`src/rtl/autocorr_engine.sv`:
```
// Autocorrelation producer for the pitch detector: r[L] = sum x[n]*x[n+L] over one frame,
// written lag by lag into the correlation array; level `done` enables the downstream finder.
module autocorr_engine #(
    parameter int FRAME_LEN = 480,
    parameter int LAG_MIN   = 47,
    parameter int LAG_MAX   = 141,
    parameter int SAMPLE_W  = 16,
    parameter int ACC_W     = 72
) (
    input  logic                       Clk,
    input  logic                       Reset_n,
    input  logic                       start,
    output logic [9:0]                 samp_addr_a,
    output logic [9:0]                 samp_addr_b,
    input  logic signed [SAMPLE_W-1:0] samp_data_a,
    input  logic signed [SAMPLE_W-1:0] samp_data_b,
    output logic                       res_we,
    output logic [9:0]                 res_addr,
    output logic signed [ACC_W-1:0]    res_data,
    output logic                       busy,
    output logic                       done
);

    localparam int PROD_W = 2 * SAMPLE_W;
    localparam logic [9:0] LAST_ADDR = 10'(FRAME_LEN - 1);
    localparam logic [9:0] LAG_FIRST = 10'(LAG_MIN);
    localparam logic [9:0] LAG_LAST  = 10'(LAG_MAX);

    typedef enum logic [2:0] {IDLE, ISSUE, DRAIN, WRITE, DONE} state_t;

    state_t                    state, state_nxt;
    logic [9:0]                lag;
    logic                      drain_cnt;
    logic                      data_vld, prod_vld;
    logic signed [PROD_W-1:0]  product;
    logic signed [ACC_W-1:0]   acc, acc_sum;
    logic                      last_issue;

    assign last_issue = (samp_addr_b == LAST_ADDR);

    // Only products backed by a real ISSUE cycle are accumulated.
    assign acc_sum = acc + (prod_vld ? {{(ACC_W-PROD_W){product[PROD_W-1]}}, product}
                                     : {ACC_W{1'b0}});

    always_ff @(posedge Clk) begin
        if (!Reset_n)
            state <= IDLE;
        else
            state <= state_nxt;
    end

    always_comb begin
        state_nxt = state;
        busy      = 1'b0;
        done      = 1'b0;
        case (state)
            IDLE: if (start) state_nxt = ISSUE;
            ISSUE: begin
                busy = 1'b1;
                if (last_issue) state_nxt = DRAIN;
            end
            DRAIN: begin
                busy = 1'b1;
                if (drain_cnt) state_nxt = WRITE;
            end
            WRITE: begin
                busy      = 1'b1;
                state_nxt = (lag == LAG_LAST) ? DONE : ISSUE;
            end
            DONE: begin
                done = 1'b1;
                if (start) state_nxt = ISSUE;
            end
            default: state_nxt = IDLE;
        endcase
    end

    // The result registers are loaded on the last DRAIN edge so they show r[L] during WRITE
    // and then hold it until the next lag is written.
    always_ff @(posedge Clk) begin
        if (!Reset_n) begin
            samp_addr_a <= '0;
            samp_addr_b <= '0;
            lag         <= '0;
            drain_cnt   <= 1'b0;
            data_vld    <= 1'b0;
            prod_vld    <= 1'b0;
            product     <= '0;
            acc         <= '0;
            res_we      <= 1'b0;
            res_addr    <= '0;
            res_data    <= '0;
        end else begin
            data_vld <= (state == ISSUE);
            prod_vld <= data_vld;
            product  <= samp_data_a * samp_data_b;
            res_we   <= 1'b0;
            case (state)
                IDLE, DONE: begin
                    if (start) begin
                        lag         <= LAG_FIRST;
                        samp_addr_a <= '0;
                        samp_addr_b <= LAG_FIRST;
                        acc         <= '0;
                    end
                end
                ISSUE: begin
                    acc       <= acc_sum;
                    drain_cnt <= 1'b0;
                    if (!last_issue) begin
                        samp_addr_a <= samp_addr_a + 10'd1;
                        samp_addr_b <= samp_addr_b + 10'd1;
                    end
                end
                DRAIN: begin
                    acc       <= acc_sum;
                    drain_cnt <= 1'b1;
                    if (drain_cnt) begin
                        res_we   <= 1'b1;
                        res_addr <= lag;
                        res_data <= acc_sum;
                    end
                end
                WRITE: begin
                    acc <= '0;
                    if (lag != LAG_LAST) begin
                        lag         <= lag + 10'd1;
                        samp_addr_a <= '0;
                        samp_addr_b <= lag + 10'd1;
                    end
                end
                default: ;
            endcase
        end
    end

endmodule

```
`config.mk`:
```
export PLATFORM = sky130hd
export DESIGN_NAME = autocorr_engine
export DESIGN_NICKNAME = d
export VERILOG_FILES = /design/src/rtl/autocorr_engine.sv
export SDC_FILE = /design/constraint.sdc
export NUM_CORES = 1
export LEC_CHECK = 0
export CAP_MARGIN = 20
export CORE_MARGIN = 1
export CORE_UTILIZATION = 50
export DETAILED_ROUTE_END_ITERATION = 6
export DONT_BUFFER_PORTS = 1
export PLACE_DENSITY = 0.67
export SYNTH_ARGS = -nofsm -noshare
export SYNTH_HDL_FRONTEND = slang
export SYNTH_SLANG_ARGS = --single-unit
export TNS_END_PERCENT = 1
```
`constraint.sdc`:
```
create_clock -name Clk -period 9.1 [get_ports Clk]
set_clock_uncertainty 0.05 [all_clocks]
set_input_delay 0.91 -clock Clk [delete_from_list [all_inputs] [get_ports Clk]]
set_output_delay 0.91 -clock Clk [all_outputs]
set_load 0.02 [all_outputs]
```
Yosys cells after proc, flatten, opt, wreduce, memory -nomap -nowiden
Cells that the tools add are included.
Widths: inputs -> output; s select.
{"block": "totals", "elab_cells": 64, "out_inout_bits": 105, "ff_bits": 223, "inputBits": 35}
{"block": "op_classes", "n_reduce_logical": 14, "mul": 1, "n_addsub": 4, "eq_ne": 12, "mux": 21}
{"operator": "$pmux 72 s3", "n": 1}
{"operator": "$mux 72", "n": 2}
{"operator": "$add 72x72->72", "n": 1}
{"operator": "$mux 10", "n": 6}
{"operator": "$pmux 10 s3", "n": 2}
{"operator": "$mul 16x16->32", "n": 1}
{"operator": "$add 10x1->10 const B", "n": 3}
{"operator": "$pmux 10 s2", "n": 1}
{"operator": "$mux 3", "n": 4}
{"operator": "$pmux 3 s4", "n": 1}
{"operator": "$eq 10x8->1 const B", "n": 1}
{"operator": "$eq 10x9->1 const B", "n": 1}
{"operator": "$ne 10x8->1 const B", "n": 1}
{"operator": "$ne 2x2->1 const B", "n": 4}
{"operator": "$eq 3x2->1 const B", "n": 2}
{"operator": "$reduce_and 2->1", "n": 3}
{"operator": "$reduce_and 3->1", "n": 2}
{"operator": "$reduce_bool 3->1", "n": 2}
{"operator": "$reduce_and 4->1", "n": 1}
{"operator": "$reduce_bool 2->1", "n": 2}
{"operator": "$reduce_or 2->1", "n": 2}
{"operator": "$eq 3x1->1 const B", "n": 1}
{"operator": "$eq 3x3->1 const B", "n": 1}
{"operator": "$logic_not 3->1", "n": 1}
{"operator": "4 further kinds", "n": 6}

Logic depth before layout (Yosys ltp)
Gate-level depths: netlist (run 1).
{"block": "depth", "ltp_word": 4, "ltp_mapped": 27, "ltp_nobuf": 26}

Worst setup path before layout (run 1)
Ideal clock, no wire load.
{"block": "synth_path", "kind": "input to register", "startpoint": "input samp_data_a[11]", "endpoint": "register product[31]", "n_path_buf": 1, "setup_time_ps": 128, "path_stages": 23, "slack_ps": 2104, "required_time_ps": 8922, "t_arrival_ps": 6819, "path_cell_list": "clkbuf_1 nand2_1 fa_1 fa_1 inv_1 fa_1 inv_1 fa_1 fa_1 fa_1 inv_1 ha_1 a21o_1 a21o_1 a21o_1 a21o_1 a211o_1 a311o_1 a221oi_2 a21oi_1 a31oi_1 xnor2_1 nor2_1"}
{"block": "synth_between", "elab_chain_cells": 1}
{"item": "from (decl)", "line": "15", "rtl": "input logic signed [SAMPLE_W-1:0] samp_data_a,"}
{"item": "$mul 16x16->32", "line": "96", "rtl": "product <= samp_data_a * samp_data_b;"}
{"item": "to (signal assigned)", "line": "96"}
{"item": "to (decl)", "line": "35", "rtl": "logic signed [PROD_W-1:0] product;"}
No other way between the ends.
A chain may end at the register's enable or synchronous reset.

Worst setup path in the final report (run 1)
Same ends and word-level chain as after synthesis.

==> metrics.txt, run 1 <==
Syn Std Cell Area 22400 um^2; Yosys top cell by area fa_1; clk buf depth 3; Worst Tran Pin Value 1.07 ns; Synth-to-Final Area Change 5.55%; global-route wire length before repair 91300 um; Max Fclk 0.152 GHz; LEAKAGE 11.0 nW; R2R cell count 13; ys async rst share 0%; max-cap violation count 0; core area 44100 um^2; Mapped Cells 2677; Setup crit start kind input pin; Slowest-stage cell, CP fa_1; Die Footprint 45600 um^2; Hold Path Origin data_vld; Antenna diodes 0; Total GRT Usage 24.8%; CTS resizes 0; layout cells sized above 1 3.00%; grt total ovfl 0; Final Hold Viols 0; largest net degree at the start of global routing 102; Inst Count DP 3147; CTS tree yes; fin crit share 72.3%; DRT iter0 DRCs 1301; placed cell area 22700 um^2; Synth Register Bits 223; Worst Setup EP product[31]; Port Buffer Count 0; Starting Density 50.7%; Worst Setup End Kind flip-flop; fin area 23600 um^2; Die X 213 um; post-DR wirelength/cell 17.6 um; Worst-path clk slew 0.06 ns; Yosys Warn Count 0; reg2reg end acc[48]; Worst Setup Path Type in -> reg; number of synthesized flops with an enable pin 0; Filler cells 4269; CP required 9.44 ns; r2r startpoint prod_vld; hpwl dp 43400 um; Post-CTS Setup Bufs 0; Ports 140; unrepaired setup endpoints after global routing no; Seq/Total Area, Yosys 20.0%; Pwr per Cell Area 364 nW/um^2; relative slew slack 28.4%; DR vias/cell 5.61; vias in the first global route 17.7k; # setup viols final 0; Final Critical Period 6.58 ns; CP arrival 6.91 ns; initial antenna violation count 0; CTS Sinks 223; clk_lat worst skew 0.54 ns; syn_nets 3132; RePlAce Congestion 0.923; top-count cell post-synth nand2_1; status finished clean; Worst Path Max Fanout 16; Synth top area share 23.6%; ANT nets after route 0; H-Tree Level Count 1; via count 17.9k; Root Buffer clkbuf_16; synthesized area per cell 8.35 um^2; First-pass DRT Iterations 5; Finished Layout Cells 3192; Cell Rows 77; Synth top cells by count 369 x nand2_1, 344 x inv_1, 263 x fa_1, 223 x dfxtp_1, 205 x a21oi_1; multi-input logic area 16100 um^2; Slew Limit Fails 0; Register Area 4460 um^2; WL final 56300 um; most used cell, CP fa_1; Residual DRC 0; reg-to-reg setup timing slack 4.50 ns; Synth cell types 79; ys flop type dfxtp_1; Die Ht 213 um; final net count 3038; crit path from samp_data_a[11]; hold crit path type reg -> reg; total CTS buffers 26; cells along the critical path nand2_1, fa_1, fa_1, inv_1, fa_1, inv_1, fa_1, fa_1, fa_1, inv_1, ha_1, a21o_1, a21o_1, a21o_1, a21o_1, a211o_1, a311o_1, a221oi_2, a21oi_1, a31oi_1, xnor2_1, nor2_1; Final Total Pwr 8.59 mW; Synth area leaders fa_1 24%, dfxtp_1 20%, ha_1 8.8%; setup TNS 0 ns; crit-path max cell delay 0.55 ns; hold_buf cts 0; fin util 53.5%; Max VDD drop 0.393 mV
## area by class of cell
class / count / area share, %
Multi-Input combinational cell: 1980 / 68.3
Sequential cell: 223 / 18.9
Clock inverter: 6 / 0.488
Timing Repair Buffer: 7 / 0.223
Clock buffer: 39 / 3.44
Tap cell: 592 / 3.14
Inverter: 345 / 5.51
## logic make-up after synthesis
| family | after synthesis | synth area share (%) |
|---|---|---|
| flip-flops | 223 | 20.0 |
| AND/OR/NAND/NOR | 897 | 19.2 |
| AO/OA/AOI/OAI | 552 | 16.1 |
| multiplexers | 5 | 0.224 |
| XOR/XNOR | 106 | 4.15 |
| adder cells (fa/ha/maj) | 420 | 32.3 |
| buffers and inverters | 474 | 8.07 |
## worst min-delay path by stage
stage	to	slack, ns	depth (start not counted)
3_5_place_dp	prod_vld	0.37	1
4_1_cts	prod_vld	0.39	1
2_1_floorplan	prod_vld	0.36	1
5_1_grt	prod_vld	0.41	1
6_report	prod_vld	0.38	1
3_3_place_gp	prod_vld	0.37	1
## through the flow
stage	setup WS, ns	hold slack (ns)
2_1_floorplan	2.10	0.362
5_1_grt	2.28	0.412
6_report	2.52	0.384
3_3_place_gp	2.12	0.373
3_5_place_dp	2.02	0.373
4_1_cts	2.58	0.388
## registers in the layout, indices dropped and copies added (netlist names)
name	cells
acc	72
res_data	72
product	32
lag	10
res_addr	10
samp_addr_a	10
samp_addr_b	10
state	3
data_vld	1
drain_cnt	1
prod_vld	1
res_we	1
## report_power, final
| group | leakage [nW] | total (mW) | switching [mW] | internal [mW] |
|---|---|---|---|---|
| clock | 0.453 | 1.11 | 0.415 | 0.697 |
| combinational | 8.73 | 6.35 | 3.59 | 2.75 |
| sequential | 1.81 | 1.14 | 0.0407 | 1.10 |
| total | 11.0 | 8.59 | 4.05 | 4.55 |
## layout by cell type, fill, tap and decap left out, types with 12 or more instances in the layout
| cell type | count |
|---|---|
| a211oi_1 | 12 |
| a21o_1 | 71 |
| a21oi_1 | 204 |
| a22oi_1 | 44 |
| a31oi_1 | 13 |
| and2_1 | 174 |
| and3_1 | 22 |
| clkbuf_16 | 27 |
| dfxtp_1 | 223 |
| fa_1 | 263 |
| ha_1 | 157 |
| inv_1 | 344 |
| nand2_1 | 369 |
| nand2b_1 | 23 |
| nand3_1 | 41 |
| nand4_1 | 32 |
| nor2_1 | 153 |
| nor2b_1 | 15 |
| nor3_1 | 23 |
| o21a_1 | 15 |
| o21ai_0 | 76 |
| o21bai_1 | 24 |
| or3_1 | 15 |
| xnor2_1 | 59 |
| xor2_1 | 47 |
## critical path, delay by kind of cell
family | cells | cell delay [ns]
AO/OA/AOI/OAI | 9 | 2.18
XOR/XNOR | 1 | 0.15
buffers and inverters | 3 | 0.15
AND/OR/NAND/NOR | 2 | 0.12
adder cells (fa/ha/maj) | 7 | 3.38
## per-layer routing
layer  vias up  track usage, %  routed length (um)
met5         -               0                   0
met4         0            6.82                1310
met1      8746            35.7               26700
li1       8568               -                   -
met3        80            3.37                3420
met2       518            38.8               24900
No activity file was read; power rests on OpenSTA's default activity.
==> inputs of run 2 (changes only) <==
Clock period 9.1 ns to 6.7 ns, I/O delays scaled along.
==> metrics.txt, run 2 (synthesis gave the netlist of run 1 again) <==
WL final 56000 um (-0.55%); CTS tree yes; Synth-to-Final Area Change 5.57% (about the same); CP arrival 6.50 ns (-0.41 ns); Root Buffer clkbuf_16; CTS resizes 0 (unchanged); NetSw 5.47 mW (+35%); Worst Setup Path Type in -> reg; final worst slack 0.556 ns (-1.97 ns); Final Critical Period 6.14 ns; Final Hold Viols 0 (unchanged); ANT nets after route 0 (unchanged); routing usage on met2 39.3% (+0.58 points); Port Buffer Count 0 (unchanged); # setup viols final 0 (unchanged); RePlAce Congestion 0.939 (+1.7%); Die X 213 um (unchanged); Max VDD drop 0.538 mV (+37%); Antenna diodes 0 (unchanged); Residual DRC 0 (unchanged); H-Tree Level Count 1 (unchanged); Filler cells 4230 (-0.91%); clk buf depth 3 (unchanged); crit path from samp_data_a[11]; DR vias/cell 5.58 (-0.59%); fin crit share 91.7%; Register Area 4460 um^2 (unchanged); vias in the first global route 17.7k (-0.085%); LEAKAGE 11.0 nW (about the same); final net count 3041 (+0.099%); relative slew slack 37.4% (+9.0 points); r2r startpoint prod_vld; Pwr per Cell Area 495 nW/um^2 (+36%); total CTS buffers 25 (-3.8%); Worst Setup End Kind flip-flop; multi-input logic area 16100 um^2 (unchanged); Die Ht 213 um (unchanged); Setup crit start kind input pin; grt total ovfl 0 (unchanged); First-pass DRT Iterations 7 (+2); unrepaired setup endpoints after global routing no; post-DR wirelength/cell 17.5 um (-0.68%); status finished clean; DRT iter0 DRCs 1096 (-16%); hold crit path type in -> reg; max-cap violation count 0 (unchanged); Final Total Pwr 11.7 mW (+36%); Worst-path clk slew 0.06 ns (about the same); Worst Tran Pin Value 0.939 ns (-0.135 ns); Post-CTS Setup Bufs 0 (unchanged); CTS Sinks 223 (unchanged); post-place setup slack 0.0357 ns (-1.98 ns); global-route wire length before repair 91700 um (+0.42%); core area 44100 um^2 (unchanged); initial antenna violation count 0 (unchanged); Comb power frac 73.9% (about the same); Seq pwr share 13.2% (about the same); Int Power 6.21 mW (+37%); GR peak layer met2; CP required 7.05 ns (-2.39 ns); largest net degree at the start of global routing 96 (-5.9%); GRT met3 Usage 3.18% (-0.19 points); Ports 140 (unchanged); Max Fclk 0.163 GHz; Cell Rows 77 (unchanged); Slew Limit Fails 0 (unchanged); Worst Path Max Fanout 16 (unchanged); Die Footprint 45600 um^2 (unchanged); most common cell after layout, fill and taps aside nand2_1; Clock power frac 12.9% (about the same); Starting Density 50.7% (unchanged); Hold Path Origin Reset_n; most frequent cells in the layout 369 x nand2_1, 344 x inv_1, 263 x fa_1; Net Sw Frac 46.8% (-0.28 points); hpwl dp 43600 um (+0.61%); met1 Use GR 35.9% (+0.16 points); Largest regs acc x72, res_data x72, product x32; via count 17.8k (-0.47%); hold_buf cts 0 (unchanged); Total GRT Usage 24.9% (+0.11 points); clk_lat worst skew 0.54 ns (about the same); layout cells sized above 1 3.11% (+0.11 points); setup TNS 0 ns (unchanged)
run 2: changes by cell type in the layout (fill, tap and decap cells not counted):
cell        delta
clkinvlp_4     +1
inv_6          -1
clkinv_2       +2
bufinv_16      +2
clkbuf_8       -4
clkbuf_16      -2
clkbuf_1       +1
buf_4          +4
clkinv_4       +1
run 2: cell type report:
class	instances	share of cell area, %
multi-input combinational	1980	68.3
inverter	345	5.51
sequential	223	18.9
tap	592	3.14
clock inverter	11	0.816
clock buffer	34	3.01
timing repair buffer	11	0.350
run 2: stage by stage:
step	hold slack (ns)	util [%]	instance area, um^2	std cells
3_3_place_gp	0.376	51.4	22700	3151
5_1_grt	0.185	53.5	23600	3196
3_5_place_dp	0.381	51.4	22700	3151
2_1_floorplan	0.362	-	22400	2677
6_report	0.201	53.5	23600	3196
4_1_cts	0.174	53.5	23600	3196
run 2: power groups by stage:
stage / Sequential [mW] / Clock (mW) / Combinational, mW
floorplan: 1.55 / 0 / 6.84
global placement: 1.57 / 0 / 8.41
detailed placement: 1.57 / 0 / 8.64
CTS: 1.54 / 1.53 / 8.68
global route: 1.55 / 1.58 / 9.88
finish: 1.55 / 1.50 / 8.63
run 2: final timing paths:
path	to	slack, ns	depth (start not counted)
worst max-delay path	product[31]	0.56	22
worst min-delay path	samp_addr_b[8]	0.20	1
worst max register to register	acc[48]	2.16	13
worst min register to register	prod_vld	0.40	1
run 2: per-layer routing:
metal  part of all wire [%]  wire [um]  vias up
met2                     44      24800      551
met1                     47      26500     8620
met5                      0          0        -
met3                    6.1       3440       82
met4                    2.2       1210        0
li1                       -          -     8575
run 2: worst max-delay path, stage by stage:
cell and delay [ns]:
nand2_1 0.06, fa_1 0.51, fa_1 0.54, inv_1 0.05
fa_1 0.50, inv_1 0.06, fa_1 0.55, fa_1 0.42
fa_1 0.48, inv_1 0.04, ha_1 0.28, a21o_1 0.20
a21o_1 0.18, a21o_1 0.18, a21o_1 0.18, a211o_1 0.35
a311o_1 0.42, a221oi_2 0.27, a21oi_1 0.13, a31oi_1 0.22
xnor2_1 0.14, nor2_1 0.05
==> inputs of run 3 (changes only) <==
Settings changed: CAP_MARGIN 20 to default, CTS_BUF_LIST from default to sky130_fd_sc_hd__clkbuf_8.
==> metrics.txt, run 3 (synthesis gave the netlist of run 1 again) <==
status finished clean; Final Critical Period 6.09 ns (-0.0530 ns); Worst Setup Path Type in -> reg; crit-path max cell delay 0.55 ns (about the same); family with the most delay on the worst path adder cells; Worst Path Max Fanout 16 (unchanged); vias in the first global route 17.9k (+1.0%); R2R cell count 13 (unchanged); Slowest-stage cell, CP fa_1; Filler cells 4230 (unchanged); final worst slack 0.609 ns (+0.0530 ns); Residual DRC 0 (unchanged); # setup viols final 0 (unchanged); Setup crit start kind input pin; Max VDD drop 0.523 mV (-2.9%); Worst-path clk slew 0.06 ns (about the same); DRT iter0 DRCs 1057 (-3.6%); Largest regs acc x72, res_data x72, product x32; Starting Density 50.7% (unchanged); First-pass DRT Iterations 6 (-1); max-cap violation count 0 (unchanged); total CTS buffers 39 (+56%); r2r startpoint prod_vld; Worst Tran Pin Value 0.848 ns (-0.0911 ns); LEAKAGE 11.1 nW (+0.59%); CTS tree yes; reg2reg end acc[48]; ANT nets after route 0 (unchanged); CTS Sinks 223 (unchanged); Root Buffer clkbuf_8; CP arrival 6.48 ns (-0.02 ns); clk_lat worst skew 0.58 ns (+0.04 ns); post-place setup slack 0.0357 ns (unchanged); fin crit share 90.9% (-0.79 points); core area 44100 um^2 (unchanged); worst path buffer plus inverter count 3 (unchanged); most frequent cells in the layout 369 x nand2_1, 353 x inv_1, 263 x fa_1; most used cell, CP fa_1; Die X 213 um (unchanged); Die Ht 213 um (unchanged); CTS resizes 0 (unchanged); initial antenna violation count 0 (unchanged); setup TNS 0 ns (unchanged); Slew Limit Fails 0 (unchanged); H-Tree Level Count 2 (+1); Hold EP samp_addr_b[8]; Max Fclk 0.164 GHz (+0.87%); Worst Setup End Kind flip-flop; Port Buffer Count 0 (unchanged); WL final 56100 um (+0.21%); hold crit path type in -> reg; global-route wire length before repair 91800 um (+0.20%); Die Footprint 45600 um^2 (unchanged); CP required 7.09 ns (+0.04 ns); cells along the critical path nand2_1, fa_1, fa_1, inv_1, fa_1, inv_1, fa_1, fa_1, fa_1, inv_1, ha_1, a21o_1, a21o_1, a21o_1, a21o_1, a211o_1, a311o_1, a221oi_2, a21oi_1, a31oi_1, xnor2_1, nor2_1; Synth-to-Final Area Change 5.62% (about the same); RePlAce Congestion 0.939 (unchanged); via count 17.8k (-0.079%); Cell Rows 77 (unchanged); most common cell after layout, fill and taps aside nand2_1; final net count 3055 (+0.46%); unrepaired setup endpoints after global routing no; Antenna diodes 0 (unchanged); reg-to-reg setup timing slack 2.14 ns (-0.02 ns); hpwl dp 43600 um (unchanged); Total GRT Usage 25.0% (+0.18 points); Post-CTS Setup Bufs 0 (unchanged); Pwr per Cell Area 493 nW/um^2 (-0.46%); post-DR wirelength/cell 17.4 um (-0.50%); Hold Path Origin Reset_n; layout cells sized above 1 3.77% (+0.66 points); grt total ovfl 0 (unchanged); Ports 140 (unchanged); hold_buf cts 0 (unchanged); Final Hold Viols 0 (unchanged); hold path cells 1 (unchanged); clk buf depth 3 (unchanged); DR vias/cell 5.53 (-0.79%); relative slew slack 43.5% (+6.1 points); largest net degree at the start of global routing 96 (unchanged)
## run 3: layer usage
| metal | wire length, um | part of all wire (%) | up-vias | GRT usage, % |
|---|---|---|---|---|
| met3 | 3400 | 6.1 | 82 | 4.04 |
| met1 | 26500 | 47 | 8587 | 35.7 |
| met2 | 24900 | 44 | 527 | 39.2 |
| met4 | 1270 | 2.3 | 0 | 7.27 |
| met5 | 0 | 0 | - | 0 |
| li1 | - | - | 8618 | - |
## run 3: worst reg2reg max path: stages, from the launching register on
cell,delay [ns]
dfxtp_1,0.56
and2_1,0.32
ha_1,0.22
fa_1,0.44
a211oi_1,0.37
o211ai_2,0.18
a31oi_4,0.32
a2111oi_4,0.12
a211oi_2,0.62
o31ai_1,0.28
a21o_1,0.22
a21oi_1,0.17
xor2_1,0.43
o21ai_0,0.13
## run 3: per-stage QoR
stage	area (um^2)	power, mW	utilization, %	cells	hold slack, ns
after floorplan	22400	8.39	-	2677	0.362
after global placement	22700	9.98	51.4	3151	0.376
after detailed placement	22700	10.2	51.4	3151	0.381
after CTS	23600	11.7	53.5	3219	0.127
after global routing	23600	13.0	53.5	3219	0.153
final	23600	11.6	53.5	3219	0.172
## run 3: how the worst max path moves through the flow
stage,startpoint,endpoint,slack (ns),cells after the start
after global routing,samp_data_a[15],product[30],0.30,22
after detailed placement,samp_data_a[11],product[31],0.04,22
after global placement,samp_data_a[11],product[31],0.04,22
after floorplan,samp_data_a[9],product[31],0.007,23
final,samp_data_a[11],product[31],0.61,22
after CTS,samp_data_a[11],product[31],0.66,22
## run 3: cell type report
cell class | count | area [um^2] | area share (%)
inverter | 345 | 1300 | 5.51
timing repair buffer | 11 | 82.6 | 0.350
sequential | 223 | 4460 | 18.9
tap | 592 | 741 | 3.14
multi-input combinational | 1980 | 16100 | 68.2
clock buffer | 49 | 674 | 2.86
clock inverter | 19 | 238 | 1.01
## run 3: report_power, final
group	internal, mW	switching (mW)
Combinational	3.79	4.83
Sequential	1.49	0.0568
Clock	0.890	0.576
